**src/rtl/hazard_ctrl.sv**
```systemverilog
// Pipeline hazard controller: load-use stalls, taken-branch flushes and a debug halt
// sequence that drains the pipeline before freezing it.
module hazard_ctrl (
  input  logic        clk_i,
  input  logic        rst_i,
  input  logic [31:0] instr_i,
  input  logic        id_valid_i,
  input  logic        branch_taken_i,
  input  logic        halt_req_i,
  output logic        pc_write_o,
  output logic        if_id_write_o,
  output logic        if_id_flush_o,
  output logic        id_ex_bubble_o,
  output logic        halt_ack_o,
  output logic [15:0] stall_cnt_o,
  output logic [15:0] flush_cnt_o
);

  typedef enum logic [1:0] {StRun, StDrain, StHalted} state_e;

  localparam logic [6:0] OpImm  = 7'b0010011;
  localparam logic [6:0] OpLoad = 7'b0000011;
  localparam logic [6:0] OpStore = 7'b0100011;
  localparam logic [6:0] OpBranch = 7'b1100011;
  localparam logic [6:0] OpReg  = 7'b0110011;

  state_e      state_q;
  logic [1:0]  drain_cnt_q;
  logic        ex_load_q;
  logic [4:0]  ex_rd_q;

  logic [6:0]  opcode;
  logic [2:0]  funct3;
  logic [4:0]  rs1, rs2, rd;
  logic        is_addi, is_srai, is_lw, is_sw, is_beq, is_rtype;
  logic        uses_rs1, uses_rs2;
  logic        rs1_hit, rs2_hit;
  logic        load_use;
  logic        bubble;
  logic        unused_instr;

  assign opcode = instr_i[6:0];
  assign funct3 = instr_i[14:12];
  assign rd     = instr_i[11:7];
  assign rs1    = instr_i[19:15];
  assign rs2    = instr_i[24:20];
  assign unused_instr = ^instr_i[31:25];

  assign is_addi  = (opcode == OpImm)    && (funct3 == 3'b000);
  assign is_srai  = (opcode == OpImm)    && (funct3 == 3'b101);
  assign is_lw    = (opcode == OpLoad)   && (funct3 == 3'b010);
  assign is_sw    = (opcode == OpStore)  && (funct3 == 3'b010);
  assign is_beq   = (opcode == OpBranch) && (funct3 == 3'b000);
  assign is_rtype = (opcode == OpReg);

  assign uses_rs1 = is_addi | is_srai | is_lw | is_sw | is_beq | is_rtype;
  assign uses_rs2 = is_sw | is_beq | is_rtype;

  assign rs1_hit = uses_rs1 && (rs1 == ex_rd_q);
  assign rs2_hit = uses_rs2 && (rs2 == ex_rd_q);

  // x0 is never a real producer, so a load into x0 cannot create a hazard.
  assign load_use = (state_q == StRun) && id_valid_i && ex_load_q && (ex_rd_q != 5'd0) &&
                    (rs1_hit || rs2_hit);

  // Outputs are Mealy: branch and load-use must act in the same cycle they are seen.
  always_comb begin
    pc_write_o     = 1'b1;
    if_id_write_o  = 1'b1;
    if_id_flush_o  = 1'b0;
    id_ex_bubble_o = 1'b0;
    halt_ack_o     = 1'b0;
    if (rst_i) begin
      unique case (state_q)
        StRun: begin
          if (branch_taken_i) begin
            if_id_flush_o  = 1'b1;
            id_ex_bubble_o = 1'b1;
          end else if (load_use || halt_req_i) begin
            pc_write_o     = 1'b0;
            if_id_write_o  = 1'b0;
            id_ex_bubble_o = 1'b1;
          end
        end
        StDrain: begin
          pc_write_o     = 1'b0;
          if_id_write_o  = 1'b0;
          id_ex_bubble_o = 1'b1;
        end
        StHalted: begin
          pc_write_o     = 1'b0;
          if_id_write_o  = 1'b0;
          id_ex_bubble_o = 1'b1;
          halt_ack_o     = 1'b1;
        end
        default: ;
      endcase
    end
  end

  assign bubble = id_ex_bubble_o;

  always_ff @(posedge clk_i or negedge rst_i) begin
    if (!rst_i) begin
      state_q     <= StRun;
      drain_cnt_q <= 2'd0;
      ex_load_q   <= 1'b0;
      ex_rd_q     <= 5'd0;
      stall_cnt_o <= 16'd0;
      flush_cnt_o <= 16'd0;
    end else begin
      if (bubble || !id_valid_i) begin
        ex_load_q <= 1'b0;
        ex_rd_q   <= 5'd0;
      end else begin
        ex_load_q <= is_lw;
        ex_rd_q   <= rd;
      end

      unique case (state_q)
        StRun: begin
          if (branch_taken_i) begin
            if (flush_cnt_o != 16'hFFFF) flush_cnt_o <= flush_cnt_o + 16'd1;
          end else begin
            if (load_use && (stall_cnt_o != 16'hFFFF)) stall_cnt_o <= stall_cnt_o + 16'd1;
            if (halt_req_i) begin
              state_q     <= StDrain;
              drain_cnt_q <= 2'd0;
            end
          end
        end
        StDrain: begin
          // Three drain cycles empty EX/MEM/WB before the freeze is acknowledged.
          if (drain_cnt_q == 2'd2) state_q <= StHalted;
          else                     drain_cnt_q <= drain_cnt_q + 2'd1;
        end
        StHalted: begin
          if (!halt_req_i) state_q <= StRun;
        end
        default: state_q <= StRun;
      endcase
    end
  end

endmodule
```
**config.mk**
```make
export PLATFORM = sky130hd
export DESIGN_NAME = hazard_ctrl
export DESIGN_NICKNAME = d
export VERILOG_FILES = /design/src/rtl/hazard_ctrl.sv
export SDC_FILE = /design/constraint.sdc
export NUM_CORES = 1
export LEC_CHECK = 0
export CAP_MARGIN = 20
export CORE_MARGIN = 4
export CORE_UTILIZATION = 42
export DETAILED_ROUTE_END_ITERATION = 8
export MAX_ROUTING_LAYER = met4
export PLACE_DENSITY = 0.79
export RECOVER_POWER = 50
export SLEW_MARGIN = 20
export SYNTH_ARGS = -nofsm -noshare
export SYNTH_HDL_FRONTEND = slang
export SYNTH_SLANG_ARGS = --single-unit
export TNS_END_PERCENT = 10
```
**constraint.sdc**
```tcl
create_clock -name clk_i -period 2.2 [get_ports clk_i]
set_input_delay 0.44 -clock clk_i [delete_from_list [all_inputs] [get_ports clk_i]]
set_output_delay 0.44 -clock clk_i [all_outputs]
set_load 0.01 [all_outputs]
```
==> summary.txt <==
Synth
  – Synth Instances: 232
  – Register area share after synthesis: 0.443
  – Yosys top cell area share: 0.443
  – Post-synthesis cell area: 2370 sq um
  – Unique masters post-synth: 42
  – Yosys Warn Count: 0
  – Post-synthesis area per instance: 10.2 sq um
  – #FFs+latches synth: 42
  – Net Count, Synth: 277
  – Cell taking the most area after synthesis: dfrtp_1
  – Ranking of synthesized cells by area: dfrtp_1 (44%), xnor2_1 (9.6%), xor2_1 (5.5%), ha_1 (4.2%), nand2_1 (3.0%)

Detailed routing
  – ANT nets after route: 0
  – DR pass1 iterations: 4
  – Routed via count: 2100
  – Avg WL per Cell: 13.1 microns
  – Vias per inst: 5.07
  – First DRT Iteration DRCs: 50
  – DRT Wirelength: 5400 microns
  – # DRC: 0

Placement
  – Post-DP HPWL: roughly 4000 microns
  – Area after DPL: roughly 3400 sq um
  – Port Buf Inserts: 66
  – Setup WS pre-CTS: -0.905 ns
  – Placer congestion estimate: 0.798

Clocking
  – Hold_buf cts: 0
  – H-Tree Level Count: 2
  – Sink Count: 42
  – Clk Latency, worst-skew pair: approximately 0.29 ns
  – Clock Tree Buf Depth: 2
  – CTS tree: yes
  – Clock slew seen by the registers of the worst setup and hold paths: ~0.08 ns
  – Cts bufs inserted: 5
  – Root buf cell: clkbuf_8

Global route
  – Gr usage total: 0.165
  – Vias in the first global route: 2152
  – Grt peak-use layer: met2
  – Largest net degree at the start of global routing: 46
  – Met1 usage: 0.198
  – GR Util met3: 0.0476
  – Antenna violations before repair: 0
  – Global route total overflow: 0
  – First-pass GRT wire length: 9360 microns
  – GR Util met2: 0.281

Finish
  – Nets: 386
  – Design area: 3560 sq um
  – Storage element area: about 1100 sq um
  – Fraction of layout cells with a size suffix above 1: 0.211
  – Fill cells: 442
  – Diode count: 0
  – Synth-to-Final Area Change: 49.8%
  – Multi-input logic area: 1320 sq um

Critical path
  – Reg2reg setup slack: -0.08 ns
  – Worst reg2reg path startpoint: ex_rd_q[4]
  – Crit path max fanout: 3
  – Crit-path cells: or4_4, o2111ai_4, a211oi_2, o21ai_1, a21oi_1, o211ai_1, buf_2
  – Crit-path slowest cell: or4_4
  – Crit path kind: reg2out
  – Startpoint Class: flip-flop
  – Req. time, crit path: ~1.8 ns
  – Peak per-stage delay on the critical path: 0.55 ns
  – Reg2reg path depth: 9
  – R2R Path End: stall_cnt_o[1]
  – Worst Path Buf+Inv: 1
  – CP arrival: 2.12 ns
  – CP Capture Type: primary output
  – CP top delay family: compound AO/OA/AOI/OAI gates

Status
  – Failing checks: negative setup slack
  – Run status: finished with violations

Timing
  – Final worst slack: -0.359 ns
  – Final Hold Viols: 0
  – Pins over their slew limit: 0
  – Worst slew margin: 0.786
  – Final worst-path cycle share: 1.16
  – Worst slew pin tran: 0.318 ns
  – Clk_skew: 0.00694 ns
  – Setup-failing EPs final: 4
  – Minimum clock period: 2.56 ns
  – RSZ-0062 raised after global routing: yes
  – Fmax: 391 MHz

Floorplan
  – Die area: 6920 sq um
  – Ports: 74
  – Starting Density: 0.431
  – FP Rows: 27
  – CORE AREA: 5510 sq um
  – Die width: 83.2 microns
  – Die Ht: 83.2 microns

Power
  – Max VDD drop: 0.688 mV
  – P_leak: approximately 0.0016 uW
  – Pwr Density: about 740 nW/um^2

Min path
  – HP Class: in2async

Run
  – Maxcap violations: 0
-- where the power goes --
group / switching (uW) / leakage [uW] / internal, uW / total [uW]
Combinational: 506 / 0.00101 / 567 / 1070
Clock: 248 / 0.0000524 / 340 / 588
Sequential: 109 / 0.000553 / 877 / 987
-- cell usage after synthesis, drive strengths merged --
cell / number
a211oi: 3
a21oi: 10
a221o: 1
a2bb2oi: 1
a31oi: 1
a32oi: 1
and2: 3
and3: 5
and3b: 1
and4: 5
and4bb: 1
buf: 3
dfrtp: 42
ha: 8
inv: 12
mux2: 3
nand2: 19
nand3: 14
nand3b: 1
nand4: 10
nor2: 17
nor2b: 3
nor3: 12
nor4: 3
o2111ai: 1
o211ai: 2
o21ai: 4
o31ai: 1
o41a: 1
o41ai: 1
or2: 1
or4: 1
xnor2: 26
xor2: 15
-- cell type report --
class,count,area share
clock buffers,7,0.0215
clock inverters,1,0.00844
inverters,12,0.0127
multi-input cells,175,0.370
flip-flops and latches,42,0.295
well taps,72,0.0253
repair buffers,105,0.267
-- sequential cells by signal (all words and copies together), names as in the netlist --
register,cells
flush_cnt_o,16
state_q,2
ex_load_q,1
stall_cnt_o,16
ex_rd_q,5
drain_cnt_q,2
-- layer usage --
layer,vias up,part of all wire
met3,7,0.055
met1,995,0.44
li1,1039,-
met4,0,0.0087
met5,-,0
met2,59,0.49
-- worst max path at each step --
| stage | end | slack (ns) | cells after the start | startpoint |
|---|---|---|---|---|
| after CTS | pc_write_o | -0.37 | 7 | ex_rd_q[4] |
| after global routing | pc_write_o | -0.50 | 9 | ex_rd_q[0] |
| after detailed placement | id_ex_bubble_o | -0.91 | 7 | instr_i[4] |
| after global placement | id_ex_bubble_o | -0.85 | 7 | instr_i[14] |
| final | pc_write_o | -0.36 | 7 | ex_rd_q[4] |
| after floorplan | pc_write_o | -0.07 | 7 | ex_rd_q[0] |
-- what timing repair did --
item / in CTS / in global routing
gates resized for setup: 30 / 2
pin swaps: 8 / 4
buffers inserted: 5 / 0
endpoints found under the setup margin: 17 / 19
-- layout by cell type (no fill, tap or decap), types with 2 or more instances in the layout --
| cell | n |
|---|---|
| dfrtp_1 | 42 |
| xnor2_1 | 26 |
| nor2_1 | 17 |
| inv_1 | 12 |
| buf_2 | 3 |
| and4_1 | 5 |
| buf_6 | 3 |
| and2_1 | 3 |
| nand3_1 | 14 |
| nor3_1 | 5 |
| a21oi_1 | 10 |
| nor4_1 | 3 |
| clkdlybuf4s50_1 | 48 |
| o21ai_0 | 3 |
| nor2b_1 | 2 |
| nand2_1 | 19 |
| a211oi_2 | 3 |
| nor3_2 | 6 |
| nand4_1 | 9 |
| dlygate4sd3_1 | 8 |
| mux2_2 | 2 |
| and3_1 | 4 |
| clkbuf_1 | 4 |
| dlygate4sd2_1 | 5 |
| clkbuf_8 | 5 |
| buf_4 | 33 |
| xor2_1 | 15 |
| ha_1 | 7 |
-- cells by family (layout without fill, tap and decap cells) --
| family | Yosys count | in the layout | share of synthesized area |
|---|---|---|---|
| AOI/OAI and AO/OA | 27 | 27 | 0.0875 |
| buffers and inverters | 15 | 125 | 0.0290 |
| DFF | 42 | 42 | 0.443 |
| and+or+nand+nor | 96 | 96 | 0.233 |
| adders and majority gates | 8 | 8 | 0.0422 |
| muxes | 3 | 3 | 0.0142 |
| xor gates and xnor gates | 41 | 41 | 0.151 |
-- per-stage QoR --
| step | TNS (ns) | hold WS (ns) | utilization | std cells | total power (uW) |
|---|---|---|---|---|---|
| after global placement | -7.58 | 0.477 | 0.612 | 401 | 2050 |
| after CTS | -1.44 | 0.160 | 0.646 | 414 | 2680 |
| after global routing | -2.30 | 0.247 | 0.646 | 414 | 2840 |
| after floorplan | -0.0692 | 0.144 | - | 232 | 1540 |
| after detailed placement | -8.91 | 0.476 | 0.612 | 401 | 2080 |
| final | -1.12 | 0.226 | 0.646 | 414 | 2650 |
Note: power is estimated with default switching activity, not from simulation.
==> variant 1 (same flow settings) <==
Put one more register stage on the output `stall_cnt_o`, without a reset. The value now appears one clock later. The other outputs are not delayed to match.
--- a/src/rtl/hazard_ctrl.sv
+++ b/src/rtl/hazard_ctrl.sv
@@ -25,2 +25,4 @@
   localparam logic [6:0] OpReg  = 7'b0110011;
+
+  logic [15:0] stall_cnt_s0;
 
@@ -108,3 +110,3 @@
       ex_rd_q     <= 5'd0;
-      stall_cnt_o <= 16'd0;
+      stall_cnt_s0 <= 16'd0;
       flush_cnt_o <= 16'd0;
@@ -124,3 +126,3 @@
           end else begin
-            if (load_use && (stall_cnt_o != 16'hFFFF)) stall_cnt_o <= stall_cnt_o + 16'd1;
+            if (load_use && (stall_cnt_s0 != 16'hFFFF)) stall_cnt_s0 <= stall_cnt_s0 + 16'd1;
             if (halt_req_i) begin
@@ -144,2 +146,6 @@
 
+  always_ff @(posedge clk_i) begin
+    stall_cnt_o <= stall_cnt_s0;
+  end
+
 endmodule
Check against the original RTL: not equivalent (a bounded check fails within 4 cycles, from zero or initial values and one cycle with rst_i low).
==> variant 1 against the unedited design <==
The run still ends with setup timing left; count of clock-buffer cells in the layout grew 2; cell area grew 12%; critical path depth grew 1; power grew 21%; clock skew grew 0.0039 ns; die area grew 12%; worst setup slack gained 0.058 ns; first-iteration DRC count grew to 2.6 times the old value; final cell count grew 6.3%; sequential power grew 30%; maximum frequency grew 2.3%; wire length grew 21%; sequential cell count grew 16; area after synthesis grew 13%.
==> variant 1: results (changes against the unedited design) <==
INFO  finish         num-nets-final=405 [+4.9%]
INFO  sta            timing.final.ws_setup=-0.301ns [+0.0580 ns]
INFO  pwr            peak_supply_drop=608uV [-12%]
INFO  global_routing grt_pass1_vias=2374 [+10%]
INFO  global_routing grt_pass1_wl=11.1mm [+18%]
INFO  worst_setup_path cp_slowest_stage_delay=0.40ns [-0.15 ns]
INFO  pwr            leak=1.75nW [+8.3%]
INFO  synthesis      synth.lib_cells_used.distinct=41 [-2.4%]
INFO  clocking       tritoncts_num_sinks=58 [+38%]
INFO  placement      post-dp-hpwl=4.78mm [+19%]
INFO  worst_setup_path cell_with_the_biggest_individual_delay_on_the_critical_path=sky130_fd_sc_hd__a2111oi_4
INFO  placement      place_area=3680squm [+9.2%]
INFO  placement      place.detailed.instances=417 [+4.0%]
INFO  sta            setup_violations=4 [unchanged]
INFO  sta            clock_skew=0.0109ns [+0.00393 ns]
INFO  synthesis      ys_async_sr_fraction=72.4% [-28 points]
INFO  global_routing largest_net_degree_at_the_start_of_global_routing=39 [-15%]
INFO  global_routing antenna_found_initial=0 [unchanged]
INFO  sta            sum_neg_setup_slack=-0.790ns [+0.332 ns]
INFO  clocking       number_of_cts_inserted_buffers=9 [+4]
INFO  run_status     failed_checks=setup timing
INFO  synthesis      syn_avg_cell_area=11.0squm [+7.7%]
INFO  route          drt_first_pass_iters=5 [+1]
INFO  synthesis      synth_xor_area_share=13.4% [-1.7 points]
INFO  worst_setup_path worst-endpoint-arrival=2.06ns [-0.06 ns]
INFO  synthesis      syn-num-nets=288 [+4.0%]
INFO  clocking       ctsHtreeMaxLevel=3 [+1]
INFO  route          route.detailed.vias_per_inst=5.18 [+2.0%]
INFO  finish         finished_layout_cells=440 [+6.3%]
INFO  synthesis      ys_seq_area_share=51.2% [+6.9 points]
INFO  synthesis      synthTopCellsByCount=42 x sky130_fd_sc_hd__dfrtp_1, 22 x sky130_fd_sc_hd__xnor2_1, 19 x sky130_fd_sc_hd__nor2_1, 19 x sky130_fd_sc_hd__xor2_1, 18 x sky130_fd_sc_hd__nand2_1
INFO  clocking       clock_latency=0.34ns [+0.05 ns]
INFO  placement      place_ws=-0.967ns [-0.0618 ns]
INFO  synthesis      proportion_of_synthesized_area_in_mux_cells=1.26% [-0.16 points]
INFO  finish         nFillCells=479 [+8.4%]
INFO  sta            worstMarginPinSlew=0.969ns [+0.651 ns]
INFO  run_status     run_status=finished with violations
INFO  synthesis      synth_compound_gate_area_share=8.17% [-0.57 points]
INFO  finish         largest_registers=flush_cnt_o x16, stall_cnt_o x16, stall_cnt_s0 x16
INFO  placement      place.gp.congestion=0.881 [+10%]
==> variant 1: changes by cell type after synthesis, sizes merged, moves of 3 or more <==
cell,unedited run,this run
inv,12,8
a21oi,10,6
xor2,15,19
dfxtp,0,16
o31a,0,4
xnor2,26,22
nand2b,0,6
nor4,3,6
nand3,14,11
==> variant 1: final cells by class <==
cell class              count  area [sq um]  share of cell area [%]
multi-input cells         175          1370                    34.3
clock buffers               9           124                    3.11
inverters                   8          30.0                   0.755
flip-flops and latches     58          1370                    34.5
clock inverters             7          55.1                    1.38
repair buffers            108           938                    23.6
well taps                  75          93.8                    2.36
==> variant 1: what timing repair did <==
| action | in CTS | in global routing |
|---|---|---|
| pin swaps | 18 | 6 |
| setup buffers | 5 | 2 |
| resized for setup | 49 | 14 |
| endpoints found under the setup margin | 16 | 8 |
==> variant 1: worst paths after layout <==
path	from	slack, ns	depth (start not counted)	to
max reg2reg	state_q[1]	0.02	9	stall_cnt_s0[15]
min	rst_i	0.12	2	drain_cnt_q[0]
min reg2reg	stall_cnt_s0[5]	0.41	0	stall_cnt_o[5]
max	instr_i[6]	-0.30	8	pc_write_o
max in group asynchronous	rst_i	0.95	3	stall_cnt_s0[7]
min in group clk_i	stall_cnt_s0[5]	0.41	0	stall_cnt_o[5]
==> variant 1: routing by layer <==
layer / vias to the layer above / global-route usage [%] / wire length [um]
met2: 73 / 28.3 / 3040
met5: - / - / 0
met1: 1096 / 24.4 / 2900
li1: 1091 / - / -
met4: 0 / 7.81 / 158
met3: 17 / 5.27 / 447
==> variant 1: power by group <==
| part | internal, mW | switching, mW |
|---|---|---|
| logic | 0.579 | 0.493 |
| registers | 1.17 | 0.113 |
| clock network | 0.412 | 0.452 |
| total | 2.16 | 1.06 |
==> variant 2 (same settings) <==
Without the edit above. Encoding of `state_e`: now one-hot (3 bits for 3 states).
--- a/src/rtl/hazard_ctrl.sv
+++ b/src/rtl/hazard_ctrl.sv
@@ -18,3 +18,3 @@
 
-  typedef enum logic [1:0] {StRun, StDrain, StHalted} state_e;
+  typedef enum logic [2:0] {StRun = 3'b001, StDrain = 3'b010, StHalted = 3'b100} state_e;
 
Function: same outputs for any inputs over 10 cycles, from zero or initial values and one cycle with rst_i low; not proved beyond that.
==> variant 2 against the unedited design <==
The flow still finishes with violations (setup timing); area after synthesis is 3.4% higher; cell area is 1.1% lower; worst setup slack better by 0.15 ns; wire length is 6.4% higher; hold slack better by 0.15 ns; sequential cell count is 1 higher; register-to-register slack better by 0.14 ns; count of clock-buffer cells in the layout is 2 lower; clock skew is 0.0036 ns higher; critical path depth stayed put.
Power is not compared: it rests on default switching activity, and its combinational part moved more than twofold at a synthesized area within 25%.
==> variant 2: results (changes against the unedited design) <==
INFO  run_status     run_status=finished with violations
INFO  run_status     failed_checks=setup timing
INFO  finish         num-nets-final=359 [-7.0%]
INFO  finish         area.sequential=1080squm [+2.5%]
INFO  placement      post-dp-hpwl=4.30mm [+7.3%]
INFO  placement      place.gp.congestion=0.832 [+4.2%]
INFO  finish         finished_layout_cells=392 [-5.3%]
INFO  placement      place_ws=-0.744ns [+0.161 ns]
INFO  synthesis      synth.lib_cells_used.distinct=51 [+21%]
INFO  synthesis      post_synth_main_area_contributors=sky130_fd_sc_hd__dfrtp_1 43%, sky130_fd_sc_hd__xor2_1 8.6%, sky130_fd_sc_hd__nor4_2 6.6%, sky130_fd_sc_hd__xnor2_1 6.1%, sky130_fd_sc_hd__nand4_1 3.3%
INFO  sta            timing.final.ws_setup=-0.208ns [+0.150 ns]
INFO  worst_setup_path worst-endpoint-arrival=1.97ns [-0.15 ns]
INFO  route          detail_route.wl_per_cell=14.7um [+12%]
INFO  global_routing overall_global_routing_usage=17.1% [+0.56 points]
INFO  sta            setup_violations=5 [+1]
INFO  route          drt_first_pass_iters=5 [+1]
INFO  sta            final.hold.worst_slack=0.371ns [+0.145 ns]
INFO  placement      place_area=3360squm [-0.19%]
INFO  route          drt_iter0_markers=79 [+58%]
INFO  sta            clock_skew=0.0105ns [+0.00357 ns]
INFO  global_routing largest_net_degree_at_the_start_of_global_routing=29 [-37%]
INFO  finish         nFillCells=460 [+4.1%]
INFO  route          routed-via-count=2066 [-1.6%]
INFO  worst_setup_path regToRegSetupSlack=0.06ns [+0.14 ns]
INFO  placement      place.detailed.instances=380 [-5.2%]
INFO  finish         drive_above_1_share=25.6% [+4.6 points]
INFO  synthesis      cell_count_after_synthesis=221 [-4.7%]
[variant 2: kinds of logic after synthesis]
logic type	share of synthesized area, %
AND/OR/NAND/NOR	27.4
flip-flops	43.9
XOR/XNOR	14.6
AO/OA/AOI/OAI	8.05
buffers and inverters	2.80
multiplexers	1.73
adder cells (fa/ha/maj)	1.53
[variant 2: cell type report]
type | count | share of cell area (%)
multi-input combinational | 166 | 38.8
sequential | 43 | 30.6
timing repair buffer | 97 | 24.1
tap | 72 | 2.56
clock buffer | 5 | 1.96
clock inverter | 3 | 1.32
inverter | 6 | 0.640
[variant 2: power breakdown]
group	switching (mW)	internal [mW]	total (mW)
sequential	0.0781	0.859	0.937
combinational	0.220	0.269	0.489
clock	0.285	0.342	0.627
[variant 2: how the worst max path moves through the flow]
| stage | to | slack [ns] |
|---|---|---|
| 3_5_place_dp | if_id_write_o | -0.74 |
| 6_report | if_id_write_o | -0.21 |
| 5_1_grt | if_id_write_o | -0.32 |
| 2_1_floorplan | pc_write_o | -0.08 |
| 4_1_cts | if_id_write_o | -0.21 |
| 3_3_place_gp | if_id_write_o | -0.67 |
[variant 2: metal layers]
metal | routed length (um) | share of wire, % | global-route usage, % | vias to the layer above
met5 | 0 | 0 | - | -
met4 | 65 | 1.1 | 4.46 | 0
met3 | 334 | 5.8 | 4.61 | 7
met2 | 2850 | 50 | 29.1 | 60
met1 | 2500 | 44 | 20.0 | 1003
li1 | - | - | - | 996
[variant 2: worst max-delay path: stages]
cell,delay (ns)
sky130_fd_sc_hd__clkdlybuf4s50_1,0.42
sky130_fd_sc_hd__xor2_1,0.16
sky130_fd_sc_hd__nor3_2,0.23
sky130_fd_sc_hd__a31oi_4,0.15
sky130_fd_sc_hd__o311ai_2,0.27
sky130_fd_sc_hd__nand3_1,0.13
sky130_fd_sc_hd__buf_2,0.16
